### src/rtl/regfile_arbiter.sv
// ---------------------------------------------------------------------------
// regfile_arbiter
//
// Shares the single port of a small register file (one write port,
// combinational read) among NUM_REQ client engines. Clients are served
// round-robin. A client may ask to keep the grant (req_lock) for a bounded
// run of back-to-back accesses.
//
// Ports:
//   clock, reset   rising-edge clock, synchronous active-high reset
//   req_valid      per-requester request valid (held until accepted)
//   req_ready      per-requester accept, one-hot or zero (combinational)
//   req_write      1 = write, 0 = read
//   req_lock       ask to keep the grant for the following access
//   req_addr       packed addresses, requester i in slice i
//   req_wdata      packed write data, requester i in slice i
//   rf_valid       register-file write enable (registered)
//   rf_addr        register-file address for reads and writes (registered)
//   rf_data_in     register-file write data (registered)
//   rf_rdata       register-file combinational read data
//   rsp_valid      one-cycle read-response strobe, one-hot or zero
//   rsp_data       read data, meaningful while any rsp_valid bit is high
//
// Timing: an access accepted in cycle T is presented to the register file
// in T+1; for a read, rf_rdata is captured at the end of T+1 and returned
// to the issuing requester in T+2.
// ---------------------------------------------------------------------------
module regfile_arbiter #(
    parameter int NUM_REQ  = 4,
    parameter int ADDR_W   = 3,
    parameter int DATA_W   = 8,
    parameter int MAX_LOCK = 4
) (
    input  logic                        clock,
    input  logic                        reset,
    input  logic [NUM_REQ-1:0]          req_valid,
    output logic [NUM_REQ-1:0]          req_ready,
    input  logic [NUM_REQ-1:0]          req_write,
    input  logic [NUM_REQ-1:0]          req_lock,
    input  logic [NUM_REQ*ADDR_W-1:0]   req_addr,
    input  logic [NUM_REQ*DATA_W-1:0]   req_wdata,
    output logic                        rf_valid,
    output logic [ADDR_W-1:0]           rf_addr,
    output logic [DATA_W-1:0]           rf_data_in,
    input  logic [DATA_W-1:0]           rf_rdata,
    output logic [NUM_REQ-1:0]          rsp_valid,
    output logic [DATA_W-1:0]           rsp_data
);

    localparam int IDX_W = (NUM_REQ > 1) ? $clog2(NUM_REQ) : 1;
    localparam int CNT_W = $clog2(MAX_LOCK + 1);

    localparam logic [CNT_W-1:0] MAX_LOCK_C = CNT_W'(MAX_LOCK);
    localparam logic [IDX_W-1:0] LAST_IDX   = IDX_W'(NUM_REQ - 1);
    // With a single-grant limit a lock could never extend a run.
    localparam logic             LOCK_EN    = (MAX_LOCK > 1);

    typedef enum logic {
        ARB    = 1'b0,
        LOCKED = 1'b1
    } state_t;

    // -----------------------------------------------------------------------
    // State
    // -----------------------------------------------------------------------
    state_t             state_q, state_d;
    logic [IDX_W-1:0]   ptr_q, ptr_d;          // last granted requester
    logic [IDX_W-1:0]   owner_q, owner_d;      // lock owner while LOCKED
    logic [CNT_W-1:0]   lock_cnt_q, lock_cnt_d;

    logic               rf_valid_q, rf_valid_d;
    logic [ADDR_W-1:0]  rf_addr_q, rf_addr_d;
    logic [DATA_W-1:0]  rf_data_in_q, rf_data_in_d;
    logic [NUM_REQ-1:0] rd_pend_q, rd_pend_d;  // read issued this cycle, by whom
    logic [NUM_REQ-1:0] rsp_valid_q, rsp_valid_d;
    logic [DATA_W-1:0]  rsp_data_q, rsp_data_d;

    // -----------------------------------------------------------------------
    // Unpack the per-requester fields
    // -----------------------------------------------------------------------
    logic [ADDR_W-1:0] addr_arr  [NUM_REQ];
    logic [DATA_W-1:0] wdata_arr [NUM_REQ];

    for (genvar gi = 0; gi < NUM_REQ; gi++) begin : g_unpack
        assign addr_arr[gi]  = req_addr[gi*ADDR_W +: ADDR_W];
        assign wdata_arr[gi] = req_wdata[gi*DATA_W +: DATA_W];
    end

    // -----------------------------------------------------------------------
    // Round-robin search: first valid requester after the pointer, wrapping.
    // -----------------------------------------------------------------------
    logic             rr_found;
    logic [IDX_W-1:0] rr_idx;
    logic [IDX_W-1:0] rr_cand;

    always_comb begin
        rr_found = 1'b0;
        rr_idx   = '0;
        rr_cand  = '0;
        for (int k = 1; k <= NUM_REQ; k++) begin
            rr_cand = IDX_W'((int'(ptr_q) + k) % NUM_REQ);
            if (!rr_found && req_valid[rr_cand]) begin
                rr_found = 1'b1;
                rr_idx   = rr_cand;
            end
        end
    end

    // -----------------------------------------------------------------------
    // Grant selection. The lock only wins while its owner is still asking and
    // the run limit has not been reached; otherwise this very cycle falls back
    // to round-robin from the owner's position, so the owner goes last.
    // -----------------------------------------------------------------------
    logic             lock_hold;
    logic             grant_any;
    logic [IDX_W-1:0] grant_idx;
    logic [CNT_W-1:0] cnt_inc;

    always_comb begin
        lock_hold = (state_q == LOCKED) && req_valid[owner_q]
                    && (lock_cnt_q < MAX_LOCK_C);
        grant_any = lock_hold || rr_found;
        grant_idx = lock_hold ? owner_q : rr_idx;
        cnt_inc   = lock_cnt_q + CNT_W'(1);
    end

    for (genvar gi = 0; gi < NUM_REQ; gi++) begin : g_ready
        assign req_ready[gi] = grant_any && (grant_idx == IDX_W'(gi));
    end

    // -----------------------------------------------------------------------
    // Arbitration FSM next state
    // -----------------------------------------------------------------------
    always_comb begin
        // Idle cycles (and any cycle without a continuing lock) land in ARB.
        state_d    = ARB;
        ptr_d      = ptr_q;
        owner_d    = owner_q;
        lock_cnt_d = '0;

        if (lock_hold) begin
            ptr_d = owner_q;
            // A lock request on the final permitted grant is ignored.
            if (req_lock[owner_q] && (cnt_inc < MAX_LOCK_C)) begin
                state_d    = LOCKED;
                lock_cnt_d = cnt_inc;
            end
        end else if (rr_found) begin
            ptr_d = rr_idx;
            if (LOCK_EN && req_lock[rr_idx]) begin
                state_d    = LOCKED;
                owner_d    = rr_idx;
                lock_cnt_d = CNT_W'(1);
            end
        end
    end

    // -----------------------------------------------------------------------
    // Issue and response pipeline
    // -----------------------------------------------------------------------
    always_comb begin
        rf_valid_d   = 1'b0;
        rf_addr_d    = rf_addr_q;     // address/data hold when idle
        rf_data_in_d = rf_data_in_q;
        rd_pend_d    = '0;

        if (grant_any) begin
            rf_valid_d   = req_write[grant_idx];
            rf_addr_d    = addr_arr[grant_idx];
            rf_data_in_d = wdata_arr[grant_idx];
            if (!req_write[grant_idx]) begin
                rd_pend_d = req_ready;
            end
        end

        // rf_rdata reflects the address presented this cycle, so capture it
        // only when that address belongs to a read.
        rsp_valid_d = rd_pend_q;
        rsp_data_d  = (|rd_pend_q) ? rf_rdata : rsp_data_q;
    end

    // -----------------------------------------------------------------------
    // Registers
    // -----------------------------------------------------------------------
    always_ff @(posedge clock) begin
        if (reset) begin
            state_q      <= ARB;
            ptr_q        <= LAST_IDX;
            owner_q      <= '0;
            lock_cnt_q   <= '0;
            rf_valid_q   <= 1'b0;
            rf_addr_q    <= '0;
            rf_data_in_q <= '0;
            rd_pend_q    <= '0;
            rsp_valid_q  <= '0;
            rsp_data_q   <= '0;
        end else begin
            state_q      <= state_d;
            ptr_q        <= ptr_d;
            owner_q      <= owner_d;
            lock_cnt_q   <= lock_cnt_d;
            rf_valid_q   <= rf_valid_d;
            rf_addr_q    <= rf_addr_d;
            rf_data_in_q <= rf_data_in_d;
            rd_pend_q    <= rd_pend_d;
            rsp_valid_q  <= rsp_valid_d;
            rsp_data_q   <= rsp_data_d;
        end
    end

    assign rf_valid   = rf_valid_q;
    assign rf_addr    = rf_addr_q;
    assign rf_data_in = rf_data_in_q;
    assign rsp_valid  = rsp_valid_q;
    assign rsp_data   = rsp_data_q;

endmodule
### config.mk
export PLATFORM = sky130hd
export DESIGN_NAME = regfile_arbiter
export DESIGN_NICKNAME = d
export VERILOG_FILES = /design/src/rtl/regfile_arbiter.sv
export SDC_FILE = /design/constraint.sdc
export NUM_CORES = 1
export LEC_CHECK = 0
export ABC_AREA = 0
export BUFFER_PORTS_ARGS = -buffer_cell sky130_fd_sc_hd__buf_2
export CAP_MARGIN = 20
export CORE_UTILIZATION = 41
export CTS_BUF_LIST = sky130_fd_sc_hd__clkbuf_2
export DETAILED_ROUTE_END_ITERATION = 6
export HOLD_SLACK_MARGIN = 0.03
export PLACE_DENSITY = 0.72
export SLEW_MARGIN = 15
export SYNTH_ARGS = -nofsm -noshare
export SYNTH_HDL_FRONTEND = slang
export SYNTH_SLANG_ARGS = --single-unit
### constraint.sdc
create_clock -name clock -period 3.52 [get_ports clock]
set_clock_uncertainty 0.2 [all_clocks]
set_input_delay 0.88 -clock clock [delete_from_list [all_inputs] [get_ports clock]]
set_output_delay 0.88 -clock clock [all_outputs]
set_load 0.01 [all_outputs]
==> flow_summary.ini, run 1 <==
[place]
dp_hpwl_um = 3990
portBuffers = 93
placed_cells = 364
placed_area_mm2 = 0.00249
place.gp.congestion = 0.896
pre_cts_ws_ps = 142

[yosys]
synth_edf_count = 0
synthesis.nets = 294
synthSimpleGateAreaFrac_pct = 19.6
synthXorXnorAreaFrac_pct = 0
synthDistinctLibCells = 51
ys_seq_area_share_pct = 36.2
synth_top_family_by_area = compound AO/OA/AOI/OAI gates
muxShareOfSynthArea_pct = 13.5
synth_ff_type = dfxtp_1
syn_avg_cell_area_um2 = 8.76
synth-warning-count = 0
synthAdderAreaFrac_pct = 0.629
syn_area_mm2 = 0.00199
ys_async_sr_fraction_pct = 0
syn_inst = 227
ys_ff_latch = 36
synth_compound_area_share_pct = 24.7

[timing]
rsz0062_at_grt = false
hold_slack_ps = 291
min_period_ps = 3290
fin_crit_sh_pct = 93.4
setup_ws_ps = 231
finalMaxSlewViolations = 0
setup_tns_ps = 0
max_freq_mhz = 304
slew_headroom_pct = 50.6
setup_viol = 0
worst_pin_slew_ps = 739
hold_viol = 0

[cells_and_area]
antenna_cells = 0
stdcell_count = 372
final_util_pct = 56.5
nets = 386
final_area_mm2 = 0.00254
drive_above_1_share_pct = 37.8
area_delta_synth_final_pct = 27.9

[critical_path]
crit_arrival_ps = 2210
crit_type = in -> out
end_kind = output port
start_kind = primary input
required_ps = 2440
critPathMaxFanout = 9

[clock_network]
clkLatencyLatePin_ps = 390
postCtsSetupBuffers = 0
htree_levels = 2
ctsHoldBuffers = 0
cts_sinks = 36
clk_pin_slew_ps = 180
clk_path_buf_depth = 2
root_buffer = clkbuf_2
cts_tree = built
cts_buffers = 5

[global_routing]
first_global_vias = 1878
grt_usage_pct = 21.2
grt_max_degree = 22
grt.overflow.total = 0
antenna_found_initial = 0
grt_first_pass_wirelength_um = 8600

[die]
pin_count = 94
die_h_um = 71.7
core_mm2 = 0.00450
start_util_pct = 44.2
fp-row-count = 24
die_area_mm2 = 0.00513
die_w_um = 71.7

[drt]
drtPass1Iterations = 4
ant_nets = 0
drt_iter0_drc = 64
drc = 0
viasPerCell = 5.44
drt_wl_total_um = 5130
wire_per_inst_um = 13.8
via_count = 2023

[pwr]
leakage_nw = 1.28
finalPower_mw = 1.13
cellPowerDensity_mw_per_mm2 = 445
peakVddDrop_mv = 0.264

[flow_run]
drv_cap = 0

[outcome]
outcome = finished clean

[worst_hold_path]
hold_path_class = reg -> reg
## cell usage after synthesis (2+ instances only)
cell / count / area [um^2]
dfxtp_1: 36 / 721
nor2_1: 24 / 90.1
mux2i_1: 23 / 230
nand2_1: 21 / 78.8
o21ai_0: 14 / 70.1
a21o_1: 11 / 82.6
nand3_1: 11 / 55.1
o211ai_1: 11 / 82.6
a21oi_1: 7 / 35.0
buf_2: 6 / 30.0
inv_1: 6 / 22.5
nor2b_1: 6 / 37.5
clkbuf_1: 4 / 15.0
nor3_1: 4 / 20.0
nand2b_1: 3 / 18.8
o22ai_1: 3 / 18.8
a211o_1: 2 / 17.5
o21ai_1: 2 / 10.0
## final timing paths
kind                               startpoint            end  slack [ps]  cells past startpoint
worst max-delay path             req_valid[0]   req_ready[3]         230                      7
worst min-delay path            lock_cnt_q[0]  lock_cnt_q[0]         290                      1
worst max register to register     owner_q[0]       rf_valid        1100                      7
worst min register to register  lock_cnt_q[0]  lock_cnt_q[0]         290                      1
## placed cells by master (no fill, tap or decap), types with 4 or more instances in the layout
master,instances
a21o_1,11
o21ai_0,14
mux2i_1,23
inv_1,6
nand2_1,21
nor3_1,4
nor2b_1,6
buf_4,6
o211ai_1,11
nor2_1,24
clkbuf_2,7
dfxtp_1,35
buf_2,93
nand3_1,11
a21oi_1,7
## worst max-delay path: stages
cell and delay [ps]:
buf_2 170, inv_1 120, o32ai_2 420, nor2_1 140, a21boi_1 240, nor2_1 90
buf_2 150
## registers in the layout, indices dropped and copies added, names as in the netlist
signal      cells
rf_data_in      8
ptr_q           2
rsp_data        8
lock_cnt_q      3
rd_pend_q       4
rf_addr         3
owner_q         2
rf_valid        1
rsp_valid       4
state_q         1
## layer usage
metal	share of wire (%)	GRT usage [%]	wire [um]
met3	6.7	5.91	346
met1	43	27.1	2220
met5	0	0	0
met4	0.82	5.23	42
met2	49	35.3	2520
## kinds of logic after synthesis
| kind of cell | count (synthesis) |
|---|---|
| other cells | 1 |
| buf+inv | 20 |
| simple gates | 78 |
| compound gates | 66 |
| fa+ha+maj | 1 |
| flops | 36 |
| mux | 25 |
## what timing repair did
action | in CTS | in global routing
hold endpoints to repair | 0 | 0
gates resized for setup | 0 | 2
endpoints found under the setup margin | 0 | 2
## power breakdown
part           switching (mW)  internal, mW
clock                   0.139        0.0567
combinational           0.225         0.205
sequential             0.0423         0.465
total                   0.405         0.726
## final cells by class
type,count,area (um^2)
clock buffer,7,35.0
timing repair buffer,99,510
fill,433,1960
sequential,36,722
multi-input combinational,171,1180
clock inverter,1,8.76
inverter,6,22.5
tap,52,65.1
No activity file was read; power rests on OpenSTA's default activity.
==> inputs of run 2 (changes only) <==
==> constraint.sdc (replaced) <==
create_clock -name clock -period 3.52 [get_ports clock]
set_clock_uncertainty 0.2 [all_clocks]
set_input_delay 0.704 -clock clock [delete_from_list [all_inputs] [get_ports clock]]
set_output_delay 0.704 -clock clock [all_outputs]
set_load 0.01 [all_outputs]
==> run 2 against run 1 <==
  * Core utilization shrank 0.53 points
  * Hold slack lost 26 ps
  * Power shrank 0.79%
  * Design area shrank 0.93%
  * Routed wire length grew 0.64%
==> flow_summary.ini, run 2 (synthesized netlist as in run 1, its figures left out) <==
[global_routing]
grt.overflow.total = 0
grt_usage_pct = 20.9
first_global_vias = 1896
grt_max_degree = 22
grt_first_pass_wirelength_um = 8490
antenna_found_initial = 0

[pwr]
power.internal_mw = 0.715
p_sw_mw = 0.407
switching_share_pct = 36.3
leakage_nw = 1.26
p_comb_share_pct = 38.0
cellPowerDensity_mw_per_mm2 = 446
clock_power_share_pct = 17.0
peakVddDrop_mv = 0.256
p_seq_share_pct = 45.1

[timing]
worst_pin_slew_ps = 718
fin_crit_sh_pct = 91.3
max_freq_mhz = 311
slew_headroom_pct = 52.0
hold_viol = 0
hold_slack_ps = 265
setup_tns_ps = 0
finalMaxSlewViolations = 0
setup_viol = 0
rsz0062_at_grt = false
min_period_ps = 3210

[clock_network]
clk_path_buf_depth = 2
postCtsSetupBuffers = 0
clkLatencyLatePin_ps = 390
cts_resized = 0
cts_sinks = 36
root_buffer = clkbuf_2
cts_tree = built
clk_pin_slew_ps = 200
cts_buffers = 5
ctsHoldBuffers = 0
htree_levels = 2

[cells_and_area]
stdcell_count = 370
area_delta_synth_final_pct = 26.7
most-common-layout-cells = buf_2, dfxtp_1, nor2_1
drive_above_1_share_pct = 37.1
antenna_cells = 0
layout.cells.most_common = buf_2
fillers = 434
nets = 384

[die]
pin_count = 94
die_w_um = 71.7
core_mm2 = 0.00450
die_h_um = 71.7
start_util_pct = 44.2
die_area_mm2 = 0.00513
fp-row-count = 24

[worst_hold_path]
min_to = rd_pend_q[2]
min_from = req_write[2]
hold_path_class = in -> reg
holdPathStages = 2

[drt]
via_count = 2011
drtPass1Iterations = 6
drt_iter0_drc = 82
viasPerCell = 5.44
drc = 0
drt_wl_total_um = 5160
ant_nets = 0
wire_per_inst_um = 13.9

[place]
place.gp.congestion = 0.896
portBuffers = 93
placed_cells = 361
dp_hpwl_um = 3990

[flow_run]
drv_cap = 0

[critical_path]
reg2reg_depth = 6
r2r-end = rf_addr[2]
start_kind = flip-flop
reg2reg_slack_ps = 1100
crit_arrival_ps = 2310
end_kind = output port
r2r_start = owner_q[0]
required_ps = 2620
critPathMaxFanout = 11
crit_type = reg -> out

[outcome]
outcome = finished clean
## run 2: power by group through the flow
stage	registers (mW)	clock network, mW	logic, mW
floorplan	0.520	0	0.293
global placement	0.512	0	0.417
detailed placement	0.513	0	0.422
CTS	0.505	0.196	0.424
global route	0.515	0.219	0.467
finish	0.506	0.190	0.426
## run 2: cell type report
class	instances	area (um^2)	share of cell area (%)
Timing Repair Buffer	97	495	19.7
Clock buffer	6	30.0	1.19
Tap cell	52	65.1	2.58
Clock inverter	2	11.3	0.447
Inverter	6	22.5	0.894
Multi-Input combinational cell	171	1170	46.6
Sequential cell	36	721	28.6
## run 2: routing by layer
metal  part of all wire [%]  global-route usage [%]
met5                      0                       0
met1                     45                    27.5
met4                    1.6                    7.19
met3                    6.1                    5.49
met2                     47                    33.1
## run 2: how the worst max path moves through the flow
| stage | from | end | slack [ps] |
|---|---|---|---|
| floorplan | req_valid[3] | req_ready[2] | 620 |
| global placement | req_valid[0] | req_ready[2] | 330 |
| detailed placement | req_valid[1] | req_ready[2] | 320 |
| CTS | owner_q[1] | req_ready[2] | 60 |
| global route | owner_q[1] | req_ready[2] | 70 |
| finish | owner_q[1] | req_ready[2] | 310 |
## run 2: worst max-delay path, cell delays in order, from the launching register on
cell and delay [ps]:
dfxtp_1 390, or3b_4 440, or2_1 300, a21oi_2 370
nor2_1 150, nor2_1 130, buf_2 150
## run 2: through the flow
step,power (mW),worst slack [ps],util (%),area (um^2)
2_1_floorplan,0.813,625,-,1990
3_3_place_gp,0.929,326,54.8,2470
3_5_place_dp,0.936,318,54.8,2470
4_1_cts,1.13,61.7,55.7,2510
5_1_grt,1.20,68.5,55.9,2520
6_report,1.12,306,55.9,2520
==> inputs of run 3 (changes only) <==
Settings changed: PLACE_DENSITY 0.72 to unset, PLACE_DENSITY_LB_ADDON set to 0.3.
==> run 3 against run 2 <==
  * Core utilization unchanged
  * Sequential power about the same
  * Cell count down 0.27%
  * Register-to-register slack worse by 30 ps
  * Combinational power down 0.9%
  * Die area unchanged
  * Non-clock buffer count down 1
  * Fmax down 0.27%
  * Critical path depth unchanged
  * Routed wire length down 2.2%
  * Global-route usage down 0.82 points
  * Highest routed layer unchanged
==> flow_summary.ini, run 3 (synthesized netlist as in run 1, its figures left out) <==
[drt]
wire_per_inst_um = 13.7
drc = 0
drt_iter0_drc = 99
viasPerCell = 5.34
ant_nets = 0
drtPass1Iterations = 4
drt_wl_total_um = 5050
via_count = 1972

[clock_network]
postCtsSetupBuffers = 0
cts_sinks = 36
cts_tree = built
clkLatencyLatePin_ps = 400
clk_path_buf_depth = 2
clk_pin_slew_ps = 210
root_buffer = clkbuf_2
cts_buffers = 5
htree_levels = 2
ctsHoldBuffers = 0
cts_resized = 0

[die]
die_h_um = 71.7
die_w_um = 71.7
start_util_pct = 44.2
fp-row-count = 24
pin_count = 94
core_mm2 = 0.00450
die_area_mm2 = 0.00513

[critical_path]
crit_type = reg -> out
critPathSlowestCell = dfxtp_1
max_stage_delay_ps = 600
crit_family = flip-flops
critPathMaxFanout = 18
crit_arrival_ps = 2320
crit_buf_inv = 1
crit_chain = mux2_4 > o2bb2ai_2 > a211o_4 > nand2_8 > nor2_1 > buf_2
required_ps = 2620
start_kind = flip-flop
end_kind = output port

[timing]
slew_headroom_pct = 36.9
setup_viol = 0
finalMaxSlewViolations = 0
rsz0062_at_grt = false
worst_pin_slew_ps = 945
setup_tns_ps = 0
fin_crit_sh_pct = 91.6
max_freq_mhz = 310
hold_viol = 0
min_period_ps = 3220

[pwr]
peakVddDrop_mv = 0.263
leakage_nw = 1.25
cellPowerDensity_mw_per_mm2 = 449

[cells_and_area]
area_delta_synth_final_pct = 26.7
final_util_pct = 55.9
layout.cells.most_common = buf_2
multiInputGateArea_mm2 = 0.00117
regArea_um2 = 721
drive_above_1_share_pct = 37.2
nets = 383
antenna_cells = 0
most-common-layout-cells = buf_2, dfxtp_1, nor2_1
fillers = 436

[place]
place.gp.congestion = 0.855
portBuffers = 93
dp_hpwl_um = 3810

[global_routing]
grt_first_pass_wirelength_um = 8050
grt_usage_pct = 20.0
grt.overflow.total = 0
first_global_vias = 1763
antenna_found_initial = 0
grt_max_degree = 22

[worst_hold_path]
hold_path_class = in -> reg

[outcome]
outcome = finished clean

[flow_run]
drv_cap = 0
-- run 3: cell type report --
| cell class | instances | share of cell area, % |
|---|---|---|
| repair buffers | 96 | 19.4 |
| multi-input cells | 171 | 46.6 |
| well taps | 52 | 2.58 |
| clock buffers | 5 | 0.993 |
| inverters | 6 | 0.894 |
| clock inverters | 3 | 0.943 |
| flip-flops and latches | 36 | 28.6 |
-- run 3: stage by stage --
stage | hold slack, ps | cells | power [mW] | instance area (um^2) | setup slack (ps)
after floorplan | 230 | 227 | 0.813 | 1990 | 625
after global placement | 251 | 360 | 0.930 | 2460 | 328
after detailed placement | 262 | 361 | 0.938 | 2470 | 303
after CTS | 214 | 369 | 1.15 | 2520 | 35.3
after global routing | 213 | 369 | 1.21 | 2520 | 83.5
final | 249 | 369 | 1.13 | 2520 | 297
-- run 3: final timing paths --
| path | from | end | slack, ps | cells after the start |
|---|---|---|---|---|
| max | owner_q[0] | req_ready[3] | 300 | 6 |
| min | req_write[3] | rd_pend_q[3] | 250 | 2 |
| max reg2reg | owner_q[0] | rf_addr[2] | 1070 | 6 |
| min reg2reg | lock_cnt_q[0] | lock_cnt_q[0] | 280 | 1 |
-- run 3: power breakdown --
| group | internal [mW] | total, mW | switching, mW |
|---|---|---|---|
| Clock | 0.0495 | 0.203 | 0.153 |
| Combinational | 0.199 | 0.422 | 0.222 |
| Sequential | 0.465 | 0.507 | 0.0422 |
| Total | 0.713 | 1.13 | 0.418 |
-- run 3: metal layers --
metal / vias up / routed length (um) / global-route usage, %
li1: 1001 / - / -
met1: 894 / 2290 / 26.6
met2: 70 / 2400 / 32.0
met3: 7 / 288 / 4.92
met4: 0 / 61 / 6.54
met5: - / 0 / 0
